--- config.mk ---
export PLATFORM = sky130hd
export DESIGN_NAME = verificador_sequencia
export DESIGN_NICKNAME = d
export VERILOG_FILES = /design/src/rtl/verificador_pkg.sv /design/src/rtl/ram_sequencia.sv /design/src/rtl/verificador_sequencia.sv
export SDC_FILE = /design/constraint.sdc
export NUM_CORES = 1
export LEC_CHECK = 0
export ABC_AREA = 0
export ABC_CLOCK_PERIOD_IN_PS = 2920
export CORE_ASPECT_RATIO = 1.75
export CORE_UTILIZATION = 58
export CTS_CLUSTER_DIAMETER = 100
export DETAILED_ROUTE_END_ITERATION = 10
export PLACE_DENSITY = 0.79
export SLEW_MARGIN = 10
export SYNTH_ARGS = -nofsm -noshare
export SYNTH_HDL_FRONTEND = slang
export SYNTH_HIERARCHICAL = 1
export SYNTH_SLANG_ARGS = --single-unit
export TNS_END_PERCENT = 10
--- constraint.sdc ---
create_clock -name clock -period 2.92 [get_ports clock]
set_clock_uncertainty 0.05 [all_clocks]
set_input_delay 0.584 -clock clock [delete_from_list [all_inputs] [get_ports clock]]
set_output_delay 0.584 -clock clock [all_outputs]
set_load 0.02 [all_outputs]
--- src/rtl/verificador_pkg.sv ---
// Shared state codes and width helpers for the note-memory round engine.
package verificador_pkg;

   localparam logic [2:0] ST_OCIOSO  = 3'd0;
   localparam logic [2:0] ST_MOSTRA  = 3'd1;
   localparam logic [2:0] ST_ESPERA  = 3'd2;
   localparam logic [2:0] ST_COMPARA = 3'd3;
   localparam logic [2:0] ST_VITORIA = 3'd4;
   localparam logic [2:0] ST_DERROTA = 3'd5;

   typedef enum logic [2:0] {
      OCIOSO  = ST_OCIOSO,
      MOSTRA  = ST_MOSTRA,
      ESPERA  = ST_ESPERA,
      COMPARA = ST_COMPARA,
      VITORIA = ST_VITORIA,
      DERROTA = ST_DERROTA
   } estado_t;

   // Bits needed to hold 0..n-1, never less than one.
   function automatic int largura(input int n);
      return (n <= 2) ? 1 : $clog2(n);
   endfunction

endpackage

--- src/rtl/ram_sequencia.sv ---
// Sequence RAM: one write port, registered read whose output clears on reset.
module ram_sequencia #(
   parameter int PROF = 16,
   parameter int LARG = 7,
   parameter int AW   = 4
) (
   input  logic            clock,
   input  logic            reset_n,
   input  logic            we,
   input  logic [AW-1:0]   waddr,
   input  logic [LARG-1:0] wdata,
   input  logic [AW-1:0]   raddr,
   output logic [LARG-1:0] rdata
);

   logic [LARG-1:0] mem [PROF];

   // Contents are deliberately untouched by reset so a loaded song survives.
   always_ff @(posedge clock) begin
      if (we) mem[waddr] <= wdata;
   end

   always_ff @(posedge clock) begin
      if (!reset_n) rdata <= '0;
      else          rdata <= mem[raddr];
   end

endmodule

--- src/rtl/verificador_sequencia.sv ---
// Round engine: replays the first r notes of round r, then checks each press
// against the sequence RAM, tracking errors, timeouts and a saturating score.
module verificador_sequencia
   import verificador_pkg::*;
#(
   parameter int N_BOTOES  = 7,
   parameter int PROF      = 16,
   parameter int T_NOTA    = 500,
   parameter int T_ESPERA  = 60000,
   parameter int ERROS_MAX = 3,
   parameter int PONTOS_W  = 8
) (
   input  logic                              clock,
   input  logic                              reset_n,
   input  logic                              iniciar,
   input  logic [N_BOTOES-1:0]               botoes,
   input  logic                              seq_we,
   input  logic [largura(PROF)-1:0]          seq_addr,
   input  logic [N_BOTOES-1:0]               seq_data,
   input  logic [largura(PROF):0]            limite,
   output logic [N_BOTOES-1:0]               esperado,
   output logic                              mostra_valido,
   output logic [largura(PROF):0]            rodada,
   output logic [largura(PROF)-1:0]          jogada,
   output logic                              acerto,
   output logic                              erro,
   output logic                              timeout,
   output logic                              vitoria,
   output logic                              derrota,
   output logic [largura(ERROS_MAX+1)-1:0]   erros,
   output logic [PONTOS_W-1:0]               pontos,
   output logic [2:0]                        db_estado
);

   localparam int AW     = largura(PROF);
   localparam int RW     = AW + 1;
   localparam int EW     = largura(ERROS_MAX + 1);
   localparam int SW     = largura(T_NOTA);
   localparam int TW     = largura(T_ESPERA);
   localparam int SOMA_W = ((PONTOS_W > RW) ? PONTOS_W : RW) + 1;

   localparam logic [SW-1:0]       SLOT_FIM = SW'(T_NOTA - 1);
   localparam logic [TW-1:0]       TMO_FIM  = TW'(T_ESPERA - 1);
   localparam logic [EW-1:0]       ERRO_LIM = EW'(ERROS_MAX - 1);
   localparam logic [PONTOS_W-1:0] PMAX     = '1;

   estado_t               estado, estado_nx;
   logic [AW-1:0]         nota, jogada_r, addr;
   logic [RW-1:0]         rodada_r, lim;
   logic [SW-1:0]         slot;
   logic [TW-1:0]         tcnt;
   logic [EW-1:0]         erros_r;
   logic [PONTOS_W-1:0]   pontos_r;
   logic [N_BOTOES-1:0]   latch;
   logic [SOMA_W-1:0]     soma;
   logic                  prev_or;
   logic                  liberado, tem_jogada, fim_slot, ultima_nota, ultima_jog;
   logic                  igual, estoura, sucesso, falha, esgotou;

   ram_sequencia #(.PROF(PROF), .LARG(N_BOTOES), .AW(AW)) u_ram (
      .clock   (clock),
      .reset_n (reset_n),
      .we      (seq_we && liberado),
      .waddr   (seq_addr),
      .wdata   (seq_data),
      .raddr   (addr),
      .rdata   (esperado)
   );

   always_comb begin
      lim = limite;
      if (limite == '0)              lim = RW'(1);
      else if (limite > RW'(PROF))   lim = RW'(PROF);
   end

   assign liberado    = (estado == OCIOSO) || (estado == VITORIA) || (estado == DERROTA);
   assign tem_jogada  = (|botoes) && !prev_or;
   assign fim_slot    = (estado == MOSTRA) && (slot == SLOT_FIM);
   assign ultima_nota = {1'b0, nota} == (rodada_r - RW'(1));
   assign ultima_jog  = {1'b0, jogada_r} == (rodada_r - RW'(1));
   assign igual       = (latch == esperado);
   // A press landing on the final wait cycle takes priority over the timeout.
   assign estoura     = (estado == ESPERA) && (tcnt == TMO_FIM) && !tem_jogada;
   assign sucesso     = (estado == COMPARA) && igual;
   assign falha       = ((estado == COMPARA) && !igual) || estoura;
   assign esgotou     = (erros_r == ERRO_LIM);
   assign soma        = SOMA_W'(pontos_r) + SOMA_W'(rodada_r);

   always_ff @(posedge clock) begin
      if (!reset_n) estado <= OCIOSO;
      else          estado <= estado_nx;
   end

   always_comb begin
      estado_nx = estado;
      case (estado)
         OCIOSO, VITORIA, DERROTA:
            if (iniciar) estado_nx = MOSTRA;
         MOSTRA:
            if (fim_slot && ultima_nota) estado_nx = ESPERA;
         ESPERA:
            if (tem_jogada)   estado_nx = COMPARA;
            else if (estoura) estado_nx = esgotou ? DERROTA : MOSTRA;
         COMPARA:
            if (!igual)          estado_nx = esgotou ? DERROTA : MOSTRA;
            else if (!ultima_jog) estado_nx = ESPERA;
            else                 estado_nx = (rodada_r >= lim) ? VITORIA : MOSTRA;
         default:
            estado_nx = OCIOSO;
      endcase
   end

   always_ff @(posedge clock) begin
      if (!reset_n) begin
         prev_or  <= 1'b0;
         latch    <= '0;
         tcnt     <= '0;
         slot     <= '0;
         nota     <= '0;
         jogada_r <= '0;
         addr     <= '0;
         rodada_r <= '0;
         erros_r  <= '0;
         pontos_r <= '0;
      end else begin
         prev_or <= |botoes;
         if ((estado == ESPERA) && tem_jogada) latch <= botoes;
         tcnt <= (estado == ESPERA) ? tcnt + 1'b1 : '0;
         slot <= ((estado == MOSTRA) && !fim_slot) ? slot + 1'b1 : '0;

         // The read address tracks the note being shown, then the next expected press.
         case (estado)
            MOSTRA:
               if (fim_slot) begin
                  if (ultima_nota) begin
                     nota     <= '0;
                     addr     <= '0;
                     jogada_r <= '0;
                  end else begin
                     nota <= nota + 1'b1;
                     addr <= nota + 1'b1;
                  end
               end
            ESPERA:
               if (estoura) begin
                  nota     <= '0;
                  addr     <= '0;
                  jogada_r <= '0;
               end
            COMPARA:
               if (sucesso && !ultima_jog) begin
                  jogada_r <= jogada_r + 1'b1;
                  addr     <= jogada_r + 1'b1;
               end else begin
                  nota     <= '0;
                  addr     <= '0;
                  jogada_r <= '0;
               end
            default:
               if (iniciar) begin
                  nota     <= '0;
                  addr     <= '0;
                  jogada_r <= '0;
               end
         endcase

         if (liberado && iniciar) begin
            rodada_r <= RW'(1);
            erros_r  <= '0;
            pontos_r <= '0;
         end
         if (sucesso && ultima_jog) begin
            pontos_r <= (soma > SOMA_W'(PMAX)) ? PMAX : soma[PONTOS_W-1:0];
            if (rodada_r < lim) rodada_r <= rodada_r + 1'b1;
         end
         if (falha) erros_r <= erros_r + 1'b1;
      end
   end

   assign mostra_valido = (estado == MOSTRA) && (slot != '0);
   assign rodada        = rodada_r;
   assign jogada        = jogada_r;
   assign acerto        = sucesso;
   assign erro          = falha;
   assign timeout       = estoura;
   assign vitoria       = (estado == VITORIA);
   assign derrota       = (estado == DERROTA);
   assign erros         = erros_r;
   assign pontos        = pontos_r;
   assign db_estado     = estado;

endmodule

==> impl_metrics.yaml, run 1 <==
routing:
  wl_um: 19300
  drtIter0Drc: 338
  ant_nets: 0
  vias_per_cell: 6.05
  post_drt_wl_per_cell_um: 21.3
  route.detailed.drc: 0
  drtPass1Iterations: 5
  routed-via-count: 5500
setup_path:
  crit_path_start_kind: "flip-flop"
  reg2regPathDepth: 10
  critPathMaxStageDelay_ns: 0.60
  cp_num_buf_inv: 3
  worstPathMaxFanout: 3
  cp.required_ns: 2.29
  worstPathArrival_ns: 2.23
  path_cells: "xor2_1 -> nor4_1 -> buf_4 -> nand4_1 -> inv_1 -> clkdlybuf4s50_1"
  crit_cells: 6
  critPathTopFamily: "buffers and inverters"
  path_class: "reg -> out"
  r2r_setup_slack_ns: 0.35
  critPathCaptureType: "primary output"
  r2r_start: "rodada[0]"
  r2r-end: "pontos[5]"
  cp_slowest_cell: "clkdlybuf4s50_1"
grt:
  grt_pass1_wl_um: 30400
  grt_usage_pct: 28.5
  overflow: 0
  grt_pass1_vias: 5920
  antenna_found_initial: 0
  grt_max_degree: 30
final_layout:
  syn_to_final_growth_pct: 20.2
  fin_nets: 768
  final_layout_size_suffix_gt1_share_pct: 14.6
  nFillCells: 908
  diodes: 0
  instances_no_fill: 909
  post-route-util_pct: 72.0
logic_synthesis:
  synth_top_cell_by_area: "edfxtp_1"
  ys_seq_area_share_pct: 58.8
  synth_edf_count: 112
  synth_top_area_share_pct: 41.5
  yosysMostFrequentCell: "edfxtp_1"
  syn_nets: 666
  async_flop_share_pct: 0
  synth_common_cells: "112 x edfxtp_1, 70 x dfxtp_1, 69 x nor2_1, 29 x nand3_1, 27 x nand2_1"
  synthFlopType: "edfxtp_1"
  yosys_warnings: 6
  synth.area.top_cells: "edfxtp_1 42%, dfxtp_1 17%, mux4_1 4.2%"
  postSynthAreaPerCell_um2: 13.1
  synth.distinct_cells: 65
  syn_inst: 620
  synth_area_mm2: 0.00810
  ys_ff_latch: 182
cts:
  numCtsBuffers: 17
  cts.sinks: 182
  hold_buffers: 0
  clk_pin_slew_ns: 0.07
  cts_tree: "yes"
  root_buffer: "clkbuf_16"
  clock_latency_ns: 0.43
  htree_levels: 4
  clockBufferDepth: 2
  postCtsSetupBuffers: 0
timing:
  slew-limit-headroom_pct: 45.2
  rsz0062_at_grt: "no"
  fin_crit_ns: 2.87
  hold_viol: 0
  setup_violations: 0
  finalCritPeriodShare_pct: 98.2
  slew_violations: 0
  fmax_ghz: 0.349
  setup_tns_ns: 0
  worstMarginPinSlew_ns: 0.819
power_and_ir_drop:
  irDropWorstVdd_uv: 914
  power.leakage_nw: 3.40
  cellPowerDensity_mw_per_mm2: 599
die:
  row_count: 56
  dieWidth_um: 91.3
  die_area_mm2: 0.0145
  die_y_um: 158
  start_util_pct: 59.9
  coreArea_mm2: 0.0135
  io_pins: 62
min_path:
  worstHoldStart: "slot[0]"
  hold_depth: 1
  hold_class: "reg -> reg"
  holdPathEnd: "slot[0]"
placement:
  dp_hpwl_um: 13700
  portBuffers: 61
  placedCellCount: 877
  globalplace.congestion: 0.956
run:
  drv_cap: 0
run_status:
  outcome: "completed"
[layout by cell type, fill, tap and decap left out, types with 6 or more instances in the layout]
cell / n
buf_4: 43
xor2_1: 26
nand2b_1: 7
nor3_1: 21
mux4_1: 13
and3_1: 6
dfxtp_1: 70
nand2_1: 27
nand3_1: 29
o21ai_0: 17
clkdlybuf4s50_1: 58
mux2i_1: 19
o22ai_1: 7
clkbuf_16: 17
xnor2_1: 17
edfxtp_1: 112
nor2_1: 69
a21oi_1: 23
mux4_2: 15
inv_8: 6
ha_1: 18
inv_1: 20
nand4_1: 8
[report_power, final]
part           switching, mW  leakage (nW)  total [mW]  internal (mW)
clock network           1.10         0.303        2.35           1.25
registers             0.0344          1.58        2.82           2.79
logic                  0.419          1.52       0.663          0.245
total                   1.56          3.40        5.83           4.28
[how the worst max path moves through the flow]
stage / to / start
floorplan: rodada[2] / rodada[0]
global placement: erro / botoes[3]
detailed placement: erro / botoes[3]
CTS: acerto / u_ram/rdata[3]
global route: acerto / u_ram/rdata[6]
finish: acerto / u_ram/rdata[6]
[registers in the layout, summed over array words and instances (netlist names)]
| name | cells |
|---|---|
| u_ram/mem | 112 |
| tcnt | 16 |
| slot | 9 |
| pontos | 8 |
| latch | 7 |
| u_ram/rdata | 7 |
| rodada | 5 |
| addr | 4 |
| jogada | 4 |
| nota | 4 |
| db_estado | 3 |
| erros | 2 |
| prev_or | 1 |
[what timing repair did]
action	in CTS	in global routing
pin swaps	0	0
resized for setup	5	5
setup endpoints to repair	2	4
endpoints found under the hold margin	0	0
[metrics by stage]
stage / total power, mW / cell area, um^2 / hold slack [ns] / worst slack (ns)
floorplan: 3.25 / 8100 / 0.380 / 0.164
finish: 5.83 / 9730 / 0.412 / 0.0539
global placement: 3.49 / 9100 / 0.392 / -0.265
CTS: 5.85 / 9730 / 0.418 / 0.00981
detailed placement: 3.52 / 9100 / 0.402 / -0.291
global route: 6.03 / 9730 / 0.468 / 0.00127
[cell families (layout without fill, tap and decap cells)]
logic type / count (synthesis) / in the layout / synth area share, %
AOI/OAI and AO/OA: 78 / 78 / 6.32
buffers and inverters: 42 / 157 / 2.78
adders and majority gates: 19 / 19 / 3.03
DFF: 182 / 182 / 58.8
xor gates and xnor gates: 45 / 45 / 5.21
and+or+nand+nor: 205 / 205 / 12.8
muxes: 49 / 49 / 11.0
[routing by layer]
layer  GRT usage, %  up-vias  share of wire, %
li1               -     2531                 -
met1           27.4     2686                34
met2           56.5      231                58
met3           5.06       52               4.9
met4           15.7        0               3.9
met5              0        -                 0
[area by class of cell]
class,count,area (um^2),area share (%)
timing repair buffer,104,926,9.51
clock inverter,15,200,2.06
sequential,182,4760,48.9
clock buffer,17,425,4.37
multi-input combinational,396,3120,32.1
tap,174,218,2.24
inverter,21,78.8,0.810
No activity file was read; power rests on OpenSTA's default activity.
==> run 2, diff against run 1 <==
--- a/config.mk
+++ b/config.mk
@@ -8,6 +8,7 @@
 export ABC_AREA = 0
 export ABC_CLOCK_PERIOD_IN_PS = 2920
 export CORE_ASPECT_RATIO = 1.75
+export CORE_MARGIN = 3
 export CORE_UTILIZATION = 58
 export CTS_CLUSTER_DIAMETER = 100
 export DETAILED_ROUTE_END_ITERATION = 10
==> run 2 against run 1 <==
First-iteration DRC count is 7.4% lower. Worst setup slack better by 0.050 ns. Worst hold slack better by 0.012 ns. Sequential cell count stayed put. Largest cell class unchanged. Largest power group unchanged.
==> impl_metrics.yaml, run 2 (synthesis gave the netlist of run 1 again) <==
die:
  start_util_pct: 59.9
  io_pins: 62
  die_y_um: 162
  coreArea_mm2: 0.0135
  die_area_mm2: 0.0155
  row_count: 56
  dieWidth_um: 95.3
setup_path:
  r2r_start: "rodada[2]"
  cp_slowest_cell: "clkdlybuf4s50_1"
  worstPathMaxFanout: 3
  cp-startpoint: "u_ram/rdata[4]"
  critPathMaxStageDelay_ns: 0.60
  path_cells: "xor2_1 -> nor4_1 -> buf_4 -> nand4_1 -> inv_1 -> clkdlybuf4s50_1"
  path_class: "reg -> out"
  critPathCaptureType: "primary output"
  crit_path_start_kind: "flip-flop"
  reg2regPathDepth: 7
  worstPathArrival_ns: 2.18
  cp.required_ns: 2.29
routing:
  route.detailed.drc: 0
  wl_um: 18800
  drtPass1Iterations: 5
  vias_per_cell: 6.04
  ant_nets: 0
  post_drt_wl_per_cell_um: 20.7
  drtIter0Drc: 313
  routed-via-count: 5475
timing:
  hold_viol: 0
  rsz0062_at_grt: "no"
  slew-limit-headroom_pct: 43.4
  fmax_ghz: 0.355
  fin_crit_ns: 2.82
  worstMarginPinSlew_ns: 0.846
  finalCritPeriodShare_pct: 96.5
  setup_tns_ns: 0
  fin_ws_ns: 0.103
  setup_violations: 0
  slew_violations: 0
cts:
  root_buffer: "clkbuf_16"
  clk_pin_slew_ns: 0.07
  clockBufferDepth: 2
  cts.sinks: 182
  numCtsBuffers: 17
  htree_levels: 4
  cts_tree: "yes"
  clock_latency_ns: 0.42
  hold_buffers: 0
  postCtsSetupBuffers: 0
min_path:
  worstHoldStart: "slot[0]"
  hold_class: "reg -> reg"
  hold_depth: 1
final_layout:
  regMostFlops: "u_ram/mem"
  final_layout_size_suffix_gt1_share_pct: 14.2
  final_cell_mix: "112 x edfxtp_1, 70 x dfxtp_1, 69 x nor2_1, 59 x clkdlybuf4s50_1, 42 x buf_4"
  diodes: 0
  largest_reg_flops: 112
  fin_nets: 767
  top_regs: "u_ram/mem (112), tcnt (16), slot (9)"
  nFillCells: 908
  syn_to_final_growth_pct: 19.3
  final_common_cell: "edfxtp_1"
grt:
  grt_max_degree: 30
  overflow: 0
  grt_usage_pct: 25.9
  grt_pass1_wl_um: 29800
  antenna_found_initial: 0
  grt_pass1_vias: 5740
placement:
  dp_hpwl_um: 13500
  place_ws_ns: -0.275
  portBuffers: 61
  globalplace.congestion: 0.896
run:
  drv_cap: 0
power_and_ir_drop:
  irDropWorstVdd_uv: 435
  power.leakage_nw: 3.35
  cellPowerDensity_mw_per_mm2: 583
  power_mw: 5.63
run_status:
  outcome: "completed"
[run 2: cell types whose count changed in the layout (fill, tap and decap cells not counted), sizes merged]
cell	previous run	this run
buf	43	42
bufinv	1	0
clkdlybuf4s50	58	59
clkinv	6	4
dlymetal6s2s	1	0
inv	28	30
[run 2: what timing repair did]
item                       in CTS  in global routing
pin swaps                       0                  0
resized for setup               3                  6
gates cloned                    0                  0
setup endpoints to repair       2                  4
[run 2: area by class of cell]
type	count	area, um^2	area share [%]
clock buffer	17	425	4.40
clock inverter	14	135	1.40
inverter	21	78.8	0.816
multi-input combinational	396	3120	32.3
sequential	182	4760	49.3
tap	174	218	2.25
timing repair buffer	103	916	9.48
[run 2: worst max-delay path, delay by kind of cell, from the launching register on]
family	cells	cell delay [ns]
buffers and inverters	3	0.86
flip-flops	1	0.36
XOR/XNOR	1	0.16
AND/OR/NAND/NOR	2	0.39
[run 2: where the power goes]
group,total (mW),internal [mW],switching [mW]
logic,0.657,0.245,0.412
registers,2.82,2.79,0.0335
clock network,2.15,1.13,1.02
total,5.63,4.16,1.47
[run 2: per-stage QoR]
stage	std cells	util [%]	cell area (um^2)	hold slack (ns)
after floorplan	620	-	8100	0.380
after global placement	876	67.3	9090	0.394
after detailed placement	876	67.3	9090	0.413
after CTS	907	71.4	9660	0.430
after global routing	907	71.4	9660	0.453
final	907	71.4	9660	0.425
[run 2: path summary, 6_finish.rpt]
| path | slack (ns) | end |
|---|---|---|
| setup / recovery | 0.10 | acerto |
| hold / removal | 0.42 | slot[0] |
| setup reg to reg | 0.30 | pontos[7] |
| hold reg to reg | 0.42 | slot[0] |
[run 2: per-layer routing]
metal	global-route usage (%)	share of wire (%)	vias up
li1	-	-	2530
met4	12.9	4.3	0
met5	0	0	-
met1	27.4	35	2678
met2	47.8	56	210
met3	4.54	4.8	57
